==> src/rtl/serial_adder_ctrl.sv <==
// Bit-serial adder: one full_adder is stepped across two WIDTH-bit operands,
// LSB first, one bit per clock. Latency is WIDTH+1 edges from accept to IDLE.

// Single-bit full adder; the controller below time-multiplexes one instance.
module full_adder (
    input  logic a,
    input  logic b,
    input  logic c,
    output logic sum,
    output logic carry
);
    assign sum   = a ^ b ^ c;
    assign carry = (a & b) | (c & (a ^ b));
endmodule

module serial_adder_ctrl #(
    parameter int WIDTH = 8
) (
    input  logic             clk,
    input  logic             reset,
    input  logic             start,
    input  logic [WIDTH-1:0] a,
    input  logic [WIDTH-1:0] b,
    input  logic             cin,
    output logic [WIDTH-1:0] sum,
    output logic             cout,
    output logic             ovf,
    output logic             busy,
    output logic             done
);
    // Counter must hold 0..WIDTH-1; keep at least one bit for WIDTH=1.
    localparam int            CW   = (WIDTH > 1) ? $clog2(WIDTH) : 1;
    localparam logic [CW-1:0] LAST = CW'(WIDTH - 1);

    localparam logic [1:0] IDLE = 2'd0;
    localparam logic [1:0] ADD  = 2'd1;
    localparam logic [1:0] DONE = 2'd2;

    logic [1:0]       state;
    logic [WIDTH-1:0] a_sr;
    logic [WIDTH-1:0] b_sr;
    logic [WIDTH-1:0] result;
    logic [WIDTH-1:0] result_next;
    logic [CW-1:0]    cnt;
    logic             carry_q;
    logic             cout_q;
    logic             ovf_q;
    logic             fa_sum;
    logic             fa_carry;

    full_adder u_fa (
        .a     (a_sr[0]),
        .b     (b_sr[0]),
        .c     (carry_q),
        .sum   (fa_sum),
        .carry (fa_carry)
    );

    // Result shifts right; the fresh sum bit enters at the MSB.
    always_comb begin
        // NOTE: assign a full default first so every path drives it -- no latch.
        result_next            = result >> 1;
        result_next[WIDTH-1]   = fa_sum;
    end

    // Control FSM and datapath registers; reset wins over everything.
    always_ff @(posedge clk) begin
        // NOTE: state uses non-blocking assignments so all flops update together.
        if (reset) begin
            // NOTE: every register here is a plain flop (no memory), so all are cleared.
            state   <= IDLE;
            a_sr    <= '0;
            b_sr    <= '0;
            result  <= '0;
            cnt     <= '0;
            carry_q <= 1'b0;
            cout_q  <= 1'b0;
            ovf_q   <= 1'b0;
        end else begin
            case (state)
                IDLE: begin
                    if (start) begin
                        a_sr    <= a;
                        b_sr    <= b;
                        carry_q <= cin;
                        cnt     <= '0;
                        state   <= ADD;
                    end
                end
                ADD: begin
                    a_sr    <= a_sr >> 1;
                    b_sr    <= b_sr >> 1;
                    result  <= result_next;
                    carry_q <= fa_carry;
                    cnt     <= cnt + CW'(1);
                    if (cnt == LAST) begin
                        // carry_q is the carry into the MSB at this point.
                        ovf_q  <= carry_q ^ fa_carry;
                        cout_q <= fa_carry;
                        state  <= DONE;
                    end
                end
                DONE: begin
                    state <= IDLE;
                end
                default: begin
                    state <= IDLE;
                end
            endcase
        end
    end

    assign sum  = result;
    assign cout = cout_q;
    assign ovf  = ovf_q;
    assign busy = (state == ADD);
    assign done = (state == DONE);

endmodule

==> config.mk <==
export PLATFORM = sky130hd
export DESIGN_NAME = serial_adder_ctrl
export DESIGN_NICKNAME = d
export VERILOG_FILES = /design/src/rtl/serial_adder_ctrl.sv
export SDC_FILE = /design/constraint.sdc
export NUM_CORES = 1
export LEC_CHECK = 0
export ABC_CLOCK_PERIOD_IN_PS = 1750
export CORE_UTILIZATION = 48
export CTS_BUF_LIST = sky130_fd_sc_hd__clkbuf_4 sky130_fd_sc_hd__clkbuf_8
export DETAILED_ROUTE_END_ITERATION = 10
export GPL_TIMING_DRIVEN = 1
export PLACE_DENSITY = 0.81
export SKIP_CTS_REPAIR_TIMING = 1
export SLEW_MARGIN = 25
export SYNTH_ARGS = -nofsm -noshare
export SYNTH_HDL_FRONTEND = slang
export SYNTH_SLANG_ARGS = --single-unit
==> constraint.sdc <==
create_clock -name clk -period 1.75 [get_ports clk]
set_clock_uncertainty 0.2 [all_clocks]
set_input_delay 0.2625 -clock clk [delete_from_list [all_inputs] [get_ports clk]]
set_output_delay 0.2625 -clock clk [all_outputs]
set_load 0.05 [all_outputs]
Word level (Yosys, flattened, before mapping)
Cells that the tools add are included.

Bitwise logic cells: 6. Reduce and logical (&&, ||, !) cells: 5. Add/sub/neg operators: 1. Div/mod/pow operators: 0. Order comparisons: 0. Multiply operators: 0. Eq/ne operators: 5. Shift operators: 0. Mux-type cells: 11.

Operators with widths (number): $pmux 8 s2 (2); $mux 8 (2); $pmux 3 s2 (1); $reduce_and 2->1 (3); $mux 2 (2); $pmux 2 s2 (1); $add 3x1->3 const B (1); $eq 3x3->1 const B (1); $mux 3 (1); $xor 1x1->1 (3); $and 1x1->1 (2); $eq 2x1->1 const B (1); $eq 2x2->1 const B (1); $logic_not 2->1 (1); $ne 2x1->1 const B (1); $ne 2x2->1 const B (1); $pmux 1 s2 (1); $reduce_bool 2->1 (1); $mux 1 (1); $or 1x1->1 (1).

Memories kept: 0. Word-level logic and storage cells: 36. Register bits: 32. Output and inout bits: 12. Latch bits: 0. Memory bits (writable): 0. Memory bits (read-only): 0. Input bits: 20.

Logic depth before layout (Yosys ltp)
Gate-level depths: netlist of the first run.

Depth in word-level cells: 4. Gate-level depth with buffers: 6. Gate-level depth less buffers: 5.

Cells and area by module
From an unflattened synthesis of the first run, not the netlist that was laid out.

Cells, all modules: 165. Area, all modules: 1472.7 sq um.

By module, submodules not included: serial_adder_ctrl (sequential area each 640.6 sq um, times used 1, cells an instance 164, area an instance 1452.6 sq um); full_adder (sequential area each 0.0 sq um, times used 1, cells an instance 1, area an instance 20.0 sq um).

Worst setup path after synthesis of the first run
Ideal clock, no wire load.

Kind: flip-flop to output port. Start: reg state[1]. End: out done. Arrival time: 1.096 ns. Path slack: 0.191 ns. Cell stages (with the launch flop): 2. Buffers on the path: 0. Required time: 1.287 ns. Cells stage by stage: dfxtp_1 -> nor2b_1.

Cells in the longest elaborated chain, start to end: 1.

RTL lines: start, declared (RTL line 39) `logic [1:0] state;`; start signal, assigned (RTL line 71) `state <= IDLE;`; start signal, assigned (RTL line 87) `state <= ADD;`; start signal, assigned (RTL line 100) `state <= DONE;`; $eq 2x2->1 (RTL line 117) `assign done = (state == DONE);`; end, declared (RTL line 29) `output logic done`.

Every way passes these cells.

Worst setup path in the final report of the first run
Start: reg state[0]. End: out done.

Same word-level chain as after synthesis.

==> impl_metrics.csv, run 1 <==
group,metric,value,unit
place,dp_hpwl,1980,um
synthesis,syn_area_per_cell,8.79,um^2
clocking,clk_pin_slew,0.10,ns
clocking,root_buffer,"clkbuf_4",
clocking,h-tree-depth,2,
routing,ant_nets,0,
routing,vias,1258,
routing,routed_via_density,5.49,
clocking,numCtsBuffers,5,
setup_path,cpMaxStageDelayCell,"dfxtp_1",
power_and_ir_drop,switching_share,28.7,%
power_and_ir_drop,total_power,1.46,mW
setup_path,path_max_fanout,6,
synthesis,synthCells,165,
clocking,cts_buffer_depth,2,
sta,clock.fmax,0.594,GHz
min_path,hp-class,"flop to flop",
sta,setup_ws,0.0658,ns
global_routing,grt_max_degree,35,
routing,drtPass1Iterations,7,
die,io-pin-count,32,
sta,setup_violations,0,
synthesis,syn_nets,188,
place,pre_cts_slack,0.0199,ns
routing,wirelength,2790,um
power_and_ir_drop,p_per_area,793,nW/um^2
sta,rsz0062_at_grt,"false",
power_and_ir_drop,internal_power,1.04,mW
setup_path,crit_arrival,1.22,ns
sta,slew_viol_final,0,
global_routing,grt_pass1_vias,1162,
power_and_ir_drop,pwr-share-comb,16.9,%
routing,drt_iter0_markers,46,
status,failed_checks,"DRC",
global_routing,grt_use_total,18.6,%
synthesis,synth_edf_count,0,
sta,worstMarginPinSlew,0.222,ns
place,port-buffer-count,31,
setup_path,max_stage_delay,0.35,ns
setup_path,startpoint_type,"flop",
finish,final_cell_mix,"50 x nand2_1, 32 x dfxtp_1, 19 x clkdlybuf4s50_1, 17 x nor2_1, 15 x a21oi_1",
power_and_ir_drop,seqPwrFrac,54.2,%
run,drv_cap,0,
clocking,insertion_delay,0.34,ns
die,num_rows,19,
finish,antenna_cells,0,
routing,wire_per_inst,12.2,um
sta,whs,0.267,ns
finish,synthToLayoutAreaGrowth,26.8,%
routing,route.detailed.drc,4,
global_routing,grt_first_pass_wirelength,4660,um
setup_path,worstPathRequired,1.29,ns
status,status,"complete, but fails checks",
synthesis,ys.flop_type,"dfxtp_1",
sta,post-route-min-period,1.68,ns
die,start_util,51.7,%
global_routing,grt_antenna_before_repair,0,
power_and_ir_drop,power_frac_clock,28.9,%
synthesis,synthArstFlopShare,0,%
die,die-height,57.0,um
synthesis,yosys_warnings,0,
power_and_ir_drop,p_switching,0.419,mW
power_and_ir_drop,p_leak,0.710,nW
die,core,2810,um^2
finish,drive_above_1_share,21.2,%
power_and_ir_drop,ir_worst_vdd,0.000600,V
sta,fin_crit_sh,96.2,%
clocking,clock_sinks,32,
clocking,cts_tree,"done",
finish,final_common_cell,"nand2_1",
synthesis,synth_cell_type_count,22,
place,gp_congestion,0.711,
sta,slew_headroom,85.1,%
synthesis,yosys_register_bits,32,
sta,hold_viol_final,0,
setup_path,endpoint_kind,"output port",
synthesis,ys_seq_area_share,44.2,%
die,dieArea,3250,um^2
setup_path,path_class,"flop to output port",
setup_path,crit_path_cell_trace,"buf_4 > nor2b_1 > buf_12",
synthesis,syn-cell-area,1450,um^2
finish,nets,220,
global_routing,grt_overflow,0,
finish,fin_util,65.6,%
die,die_x,57.0,um
sequential cells by signal, summed over array words and instances, names as in the netlist:
signal and count:
ovf 1, carry_q 1, sum 8, a_sr 8, cnt 3, b_sr 8
cout 1, state 2
worst max-delay path: cells and delay by family, from the launching register on:
kind / cells / cell delay (ns)
flip-flops: 1 / 0.35
buffers and inverters: 2 / 0.34
AND/OR/NAND/NOR: 1 / 0.20
metal layers:
layer / part of all wire (%) / global-route usage [%] / wire (um) / up-vias
met1: 41 / 19.4 / 1160 / 592
met5: 0 / 0 / 0 / -
met4: 1.9 / 8.36 / 53 / 0
met2: 52 / 35.0 / 1460 / 33
li1: - / - / - / 628
met3: 4.3 / 4.76 / 120 / 5
final cells by class:
class / count / area (um^2)
Fill cell: 241 / 966
Multi-Input combinational cell: 118 / 704
Sequential cell: 32 / 641
Timing Repair Buffer: 38 / 387
Tap cell: 31 / 38.8
Clock buffer: 5 / 37.5
Clock inverter: 3 / 18.8
Inverter: 2 / 12.5
synthesized netlist by cell type (2+ instances only):
cell type | instances | area [um^2]
a21oi_1 | 15 | 75.1
a311oi_1 | 2 | 17.5
a311oi_2 | 13 | 195
buf_4 | 5 | 37.5
buf_6 | 5 | 56.3
clkbuf_1 | 2 | 7.51
dfxtp_1 | 32 | 641
ha_1 | 2 | 25.0
nand2_1 | 50 | 188
nand2b_1 | 3 | 18.8
nand3_1 | 6 | 30.0
nand3b_1 | 3 | 22.5
nor2_1 | 17 | 63.8
nor2b_1 | 2 | 12.5
cells by family after synthesis:
family	synth area share, %
xor+xnor	0.604
fa+ha+maj	3.11
buf+inv	7.76
flops	44.2
compound gates	20.2
mux	0.690
simple gates	23.5
power groups by stage:
stage | sequential (mW) | combinational (mW) | clock [mW]
2_1_floorplan | 0.812 | 0.157 | 0
3_3_place_gp | 0.804 | 0.237 | 0
3_5_place_dp | 0.805 | 0.243 | 0
4_1_cts | 0.789 | 0.244 | 0.432
5_1_grt | 0.795 | 0.269 | 0.464
6_report | 0.790 | 0.247 | 0.421
worst paths after layout:
check	cells past startpoint	to	slack [ns]	start
hold / removal	2	cout	0.27	cout
setup / recovery	3	done	0.07	state[0]
setup reg to reg	4	ovf	0.26	carry_q
hold reg to reg	2	cout	0.27	cout
stage by stage:
step                      cell area (um^2)  instances  TNS [ns]
after floorplan                       1450        165         0
after global placement                1770        221         0
after detailed placement              1770        221         0
after CTS                             1820        229    -0.151
after global routing                  1840        229         0
final                                 1840        229         0
(Power assumes the default switching activity.)
==> run 2: changes to the inputs <==
--- a/config.mk
+++ b/config.mk
@@ -6,11 +6,13 @@
 export NUM_CORES = 1
 export LEC_CHECK = 0
 export ABC_CLOCK_PERIOD_IN_PS = 1750
+export CORE_MARGIN = 2
 export CORE_UTILIZATION = 48
 export CTS_BUF_LIST = sky130_fd_sc_hd__clkbuf_4 sky130_fd_sc_hd__clkbuf_8
 export DETAILED_ROUTE_END_ITERATION = 10
 export GPL_TIMING_DRIVEN = 1
 export PLACE_DENSITY = 0.81
+export REMOVE_ABC_BUFFERS = 1
 export SKIP_CTS_REPAIR_TIMING = 1
 export SLEW_MARGIN = 25
 export SYNTH_ARGS = -nofsm -noshare
==> run 2 against run 1 <==
Against the previous run: the flow still finishes with violations (DRC); final cell count increased by 0.44%; non-clock buffer count increased by 2; sequential share of layout area increased by 0.23 points; global-route usage increased by 0.074 points; utilization decreased by 0.18 points.
==> impl_metrics.csv, run 2 (same netlist as run 1, synthesis figures left out) <==
group,metric,value,unit
status,failed_checks,"DRC",
sta,slew_headroom,83.5,%
global_routing,grt_antenna_before_repair,0,
clocking,insertion_delay,0.32,ns
clocking,clock_sinks,32,
finish,antenna_cells,0,
sta,whs,0.258,ns
place,port-buffer-count,31,
clocking,clk_pin_slew,0.09,ns
finish,regArea,643,um^2
power_and_ir_drop,ir_worst_vdd,0.000496,V
setup_path,crit_arrival,1.15,ns
routing,drt_iter0_markers,67,
setup_path,startpoint_type,"flop",
setup_path,path_class,"flop to output port",
finish,final.fill_count,243,
setup_path,worstPathRequired,1.29,ns
die,start_util,51.7,%
finish,drive_above_1_share,22.6,%
sta,fin_crit_sh,92.0,%
clocking,cts_tree,"done",
finish,nets,222,
die,die-height,59.0,um
clocking,numCtsBuffers,5,
global_routing,grt_pass1_vias,1153,
finish,synthToLayoutAreaGrowth,26.5,%
sta,post-route-min-period,1.61,ns
routing,route.detailed.drc,4,
run,drv_cap,0,
global_routing,grt_first_pass_wirelength,4950,um
setup_path,endpoint_kind,"output port",
routing,drtPass1Iterations,7,
sta,worstMarginPinSlew,0.248,ns
finish,final_cell_mix,"50 x nand2_1, 30 x dfxtp_1, 19 x clkdlybuf4s50_1, 18 x buf_4, 17 x nor2_1",
setup_path,path_max_fanout,14,
sta,clock.fmax,0.621,GHz
place,gp_congestion,0.725,
status,status,"complete, but fails checks",
routing,vias,1223,
clocking,cts_buffer_depth,2,
die,num_rows,19,
global_routing,grt_max_degree,33,
die,io-pin-count,32,
global_routing,grt_overflow,0,
power_and_ir_drop,p_leak,0.709,nW
clocking,root_buffer,"clkbuf_4",
routing,wire_per_inst,12.4,um
clocking,h-tree-depth,2,
sta,slew_viol_final,0,
routing,routed_via_density,5.32,
finish,final_common_cell,"nand2_1",
global_routing,grt_use_total,18.7,%
sta,setup_violations,0,
die,die_x,59.0,um
routing,wirelength,2840,um
sta,rsz0062_at_grt,"false",
place,dp_hpwl,2080,um
power_and_ir_drop,p_per_area,781,nW/um^2
die,core,2810,um^2
sta,hold_viol_final,0,
routing,ant_nets,0,
min_path,hp-class,"flop to flop",
finish,finish.instance_area,1830,um^2
place,place_area,1770,um^2
die,dieArea,3480,um^2
finish,multi_input_area,704,um^2
[run 2: cell count changes in the layout (fill, tap and decap cells not counted), sizes merged]
cell	previous run	this run
clkbuf	5	6
clkinv	3	1
buf	19	21
[run 2: area by class of cell]
cell class	count	area share, %
repair buffers	40	21.0
clock buffers	6	2.46
clock inverters	1	0.273
well taps	31	2.11
multi-input cells	118	38.4
flip-flops and latches	32	35.1
inverters	2	0.682
[run 2: report_power, final]
group	switching (mW)	total, mW	leakage, nW	internal (mW)
registers	0.0249	0.791	0.263	0.766
logic	0.125	0.243	0.415	0.118
clock network	0.235	0.398	0.0315	0.163
total	0.385	1.43	0.709	1.05
[run 2: metal layers]
layer / vias to the layer above / GRT usage [%] / share of wire [%]
met5: - / 0 / 0
met2: 37 / 30.8 / 49
met1: 555 / 22.5 / 43
met4: 0 / 7.14 / 1.9
li1: 624 / - / -
met3: 7 / 6.37 / 5.9
[run 2: critical path, cell delays in order, from the launching register on]
cell and delay [ns]:
dfxtp_2 0.36, nand2b_4 0.19, inv_6 0.13, buf_12 0.15
[run 2: metrics by stage]
step	power (mW)	setup slack, ns	setup TNS, ns	utilization [%]	instances
after floorplan	0.933	-0.695	-13.83	-	152
after global placement	1.04	0.0233	0	63.2	223
after detailed placement	1.05	-0.0168	-0.0510	63.2	223
after CTS	1.44	-0.120	-0.120	64.9	230
after global routing	1.51	0.0531	0	65.4	230
final	1.43	0.139	0	65.4	230
[run 2: final timing paths]
check                 from   end  slack, ns  cells past startpoint
setup reg to reg   carry_q   ovf       0.27                      4
hold reg to reg        ovf   ovf       0.26                      2
hold / removal         ovf   ovf       0.26                      2
setup / recovery  state[1]  busy       0.14                      3
==> run 3: changes to the inputs <==
--- a/config.mk
+++ b/config.mk
@@ -7,11 +7,11 @@
 export LEC_CHECK = 0
 export ABC_CLOCK_PERIOD_IN_PS = 1750
 export CORE_MARGIN = 2
-export CORE_UTILIZATION = 48
+export CORE_UTILIZATION = 35
 export CTS_BUF_LIST = sky130_fd_sc_hd__clkbuf_4 sky130_fd_sc_hd__clkbuf_8
 export DETAILED_ROUTE_END_ITERATION = 10
 export GPL_TIMING_DRIVEN = 1
-export PLACE_DENSITY = 0.81
+export PLACE_DENSITY = 0.64
 export REMOVE_ABC_BUFFERS = 1
 export SKIP_CTS_REPAIR_TIMING = 1
 export SLEW_MARGIN = 25
==> run 3 against run 2 <==
Against the previous run: the flow now finishes without violations; final cell count grew 7.0%; critical path depth stayed put; die area increased by 34%; register-to-register slack is essentially flat; sequential share of layout area shrank 1.4 points.
==> impl_metrics.csv, run 3 (same netlist as run 1, synthesis figures left out) <==
group,metric,value,unit
power_and_ir_drop,p_per_area,911,nW/um^2
place,gp_congestion,0.710,
setup_path,worstPathRequired,1.29,ns
finish,final_common_cell,"nand2_1",
place,dp_hpwl,1790,um
power_and_ir_drop,seqPwrFrac,45.6,%
setup_path,crit_path_cell_trace,"nand2b_2 > inv_4 > buf_12",
setup_path,crit_arrival,1.21,ns
sta,setup_violations,0,
power_and_ir_drop,switching_share,23.8,%
place,port-buffer-count,31,
place,place_area,1790,um^2
die,core,4000,um^2
finish,antenna_cells,0,
setup_path,startpoint_type,"flop",
sta,slew_headroom,83.5,%
die,io-pin-count,32,
sta,whs,0.254,ns
routing,wirelength,2730,um
die,dieArea,4670,um^2
clocking,clk_pin_slew,0.07,ns
finish,final.fill_count,399,
setup_path,cpMaxStageDelayCell,"dfxtp_1",
power_and_ir_drop,total_power,1.73,mW
global_routing,grt_use_total,14.5,%
power_and_ir_drop,ir_worst_vdd,0.000491,V
sta,rsz0062_at_grt,"false",
global_routing,grt_pass1_vias,1175,
power_and_ir_drop,power_frac_clock,40.6,%
sta,worstMarginPinSlew,0.247,ns
die,num_rows,23,
routing,vias,1188,
clocking,h-tree-depth,2,
clocking,root_buffer,"clkbuf_8",
routing,drt_iter0_markers,36,
sta,fin_crit_sh,95.4,%
power_and_ir_drop,internal_power,1.32,mW
min_path,hp-class,"flop to flop",
global_routing,grt_first_pass_wirelength,4940,um
setup_path,reg2reg_from,"carry_q",
die,die_x,68.4,um
sta,slew_viol_final,0,
routing,wire_per_inst,11.1,um
status,status,"completed",
setup_path,cp.depth,3,
setup_path,endpoint_kind,"output port",
finish,nets,218,
sta,hold_viol_final,0,
run,drv_cap,0,
setup_path,cp_num_buf_inv,2,
routing,routed_via_density,4.83,
routing,route.detailed.drc,0,
routing,ant_nets,0,
finish,finish.instance_area,1900,um^2
setup_path,max_stage_delay,0.36,ns
sta,post-route-min-period,1.67,ns
die,die-height,68.4,um
power_and_ir_drop,p_leak,0.726,nW
clocking,numCtsBuffers,5,
sta,clock.fmax,0.599,GHz
setup_path,r2r_cells,4,
setup_path,cp-endpoint,"busy",
routing,drtPass1Iterations,2,
setup_path,cp_top_family,"flip-flops",
global_routing,grt_overflow,0,
setup_path,r2r_end,"ovf",
setup_path,path_max_fanout,14,
clocking,cts_tree,"done",
clocking,insertion_delay,0.29,ns
clocking,clock_sinks,32,
setup_path,cp-startpoint,"state[1]",
setup_path,path_class,"flop to output port",
power_and_ir_drop,p_switching,0.413,mW
global_routing,grt_antenna_before_repair,0,
global_routing,grt_max_degree,43,
clocking,cts_buffer_depth,2,
die,start_util,36.3,%
finish,final_cell_mix,"50 x nand2_1, 32 x dfxtp_1, 19 x clkdlybuf4s50_1, 17 x nor2_1, 15 x a21oi_1",
finish,synthToLayoutAreaGrowth,31.3,%
power_and_ir_drop,pwr-share-comb,13.8,%
finish,drive_above_1_share,20.4,%
setup_path,reg2reg_slack,0.26,ns
run 3: power groups by stage:
| stage | Clock [mW] | Sequential [mW] | Combinational (mW) |
|---|---|---|---|
| after floorplan | 0 | 0.813 | 0.121 |
| after global routing | 0.755 | 0.795 | 0.268 |
| after CTS | 0.727 | 0.791 | 0.242 |
| final | 0.703 | 0.791 | 0.240 |
| after global placement | 0 | 0.807 | 0.239 |
| after detailed placement | 0 | 0.807 | 0.242 |
run 3: worst reg2reg max path: stages, from the launching register on:
cell and delay [ns]:
dfxtp_1 0.35, fa_1 0.48, xor2_1 0.17, nand3_1 0.09, a21oi_1 0.14
run 3: worst min path at each step:
stage	from	endpoint	slack, ns	cells past startpoint
after floorplan	reset	a_sr[0]	0.13	1
after global placement	cout	cout	0.24	2
after detailed placement	ovf	ovf	0.25	2
after CTS	sum[0]	sum[0]	0.26	2
after global routing	ovf	ovf	0.27	2
final	sum[0]	sum[0]	0.25	2
run 3: area by class of cell:
type | instances | area, um^2 | share of cell area, %
clock buffer | 6 | 76.3 | 4.01
tap | 50 | 62.6 | 3.29
timing repair buffer | 36 | 380 | 20.0
sequential | 32 | 641 | 33.6
multi-input combinational | 118 | 699 | 36.7
inverter | 2 | 10.0 | 0.526
clock inverter | 2 | 35.0 | 1.84
run 3: per-stage QoR:
step                      setup slack, ns  TNS [ns]  util (%)  cells
after floorplan                    -0.695    -13.83         -    152
after global placement             0.0246         0      44.8    238
after detailed placement         -0.00854   -0.0151      44.8    238
after CTS                        -0.00843  -0.00843      47.5    246
after global routing               0.0161         0      47.6    246
final                              0.0811         0      47.6    246
run 3: metal layers:
layer	vias up	global-route usage [%]	part of all wire, %
li1	616	-	-
met1	538	15.5	43
met2	26	24.9	50
met3	8	4.11	4.7
met4	0	9.00	2.6
met5	-	0	0
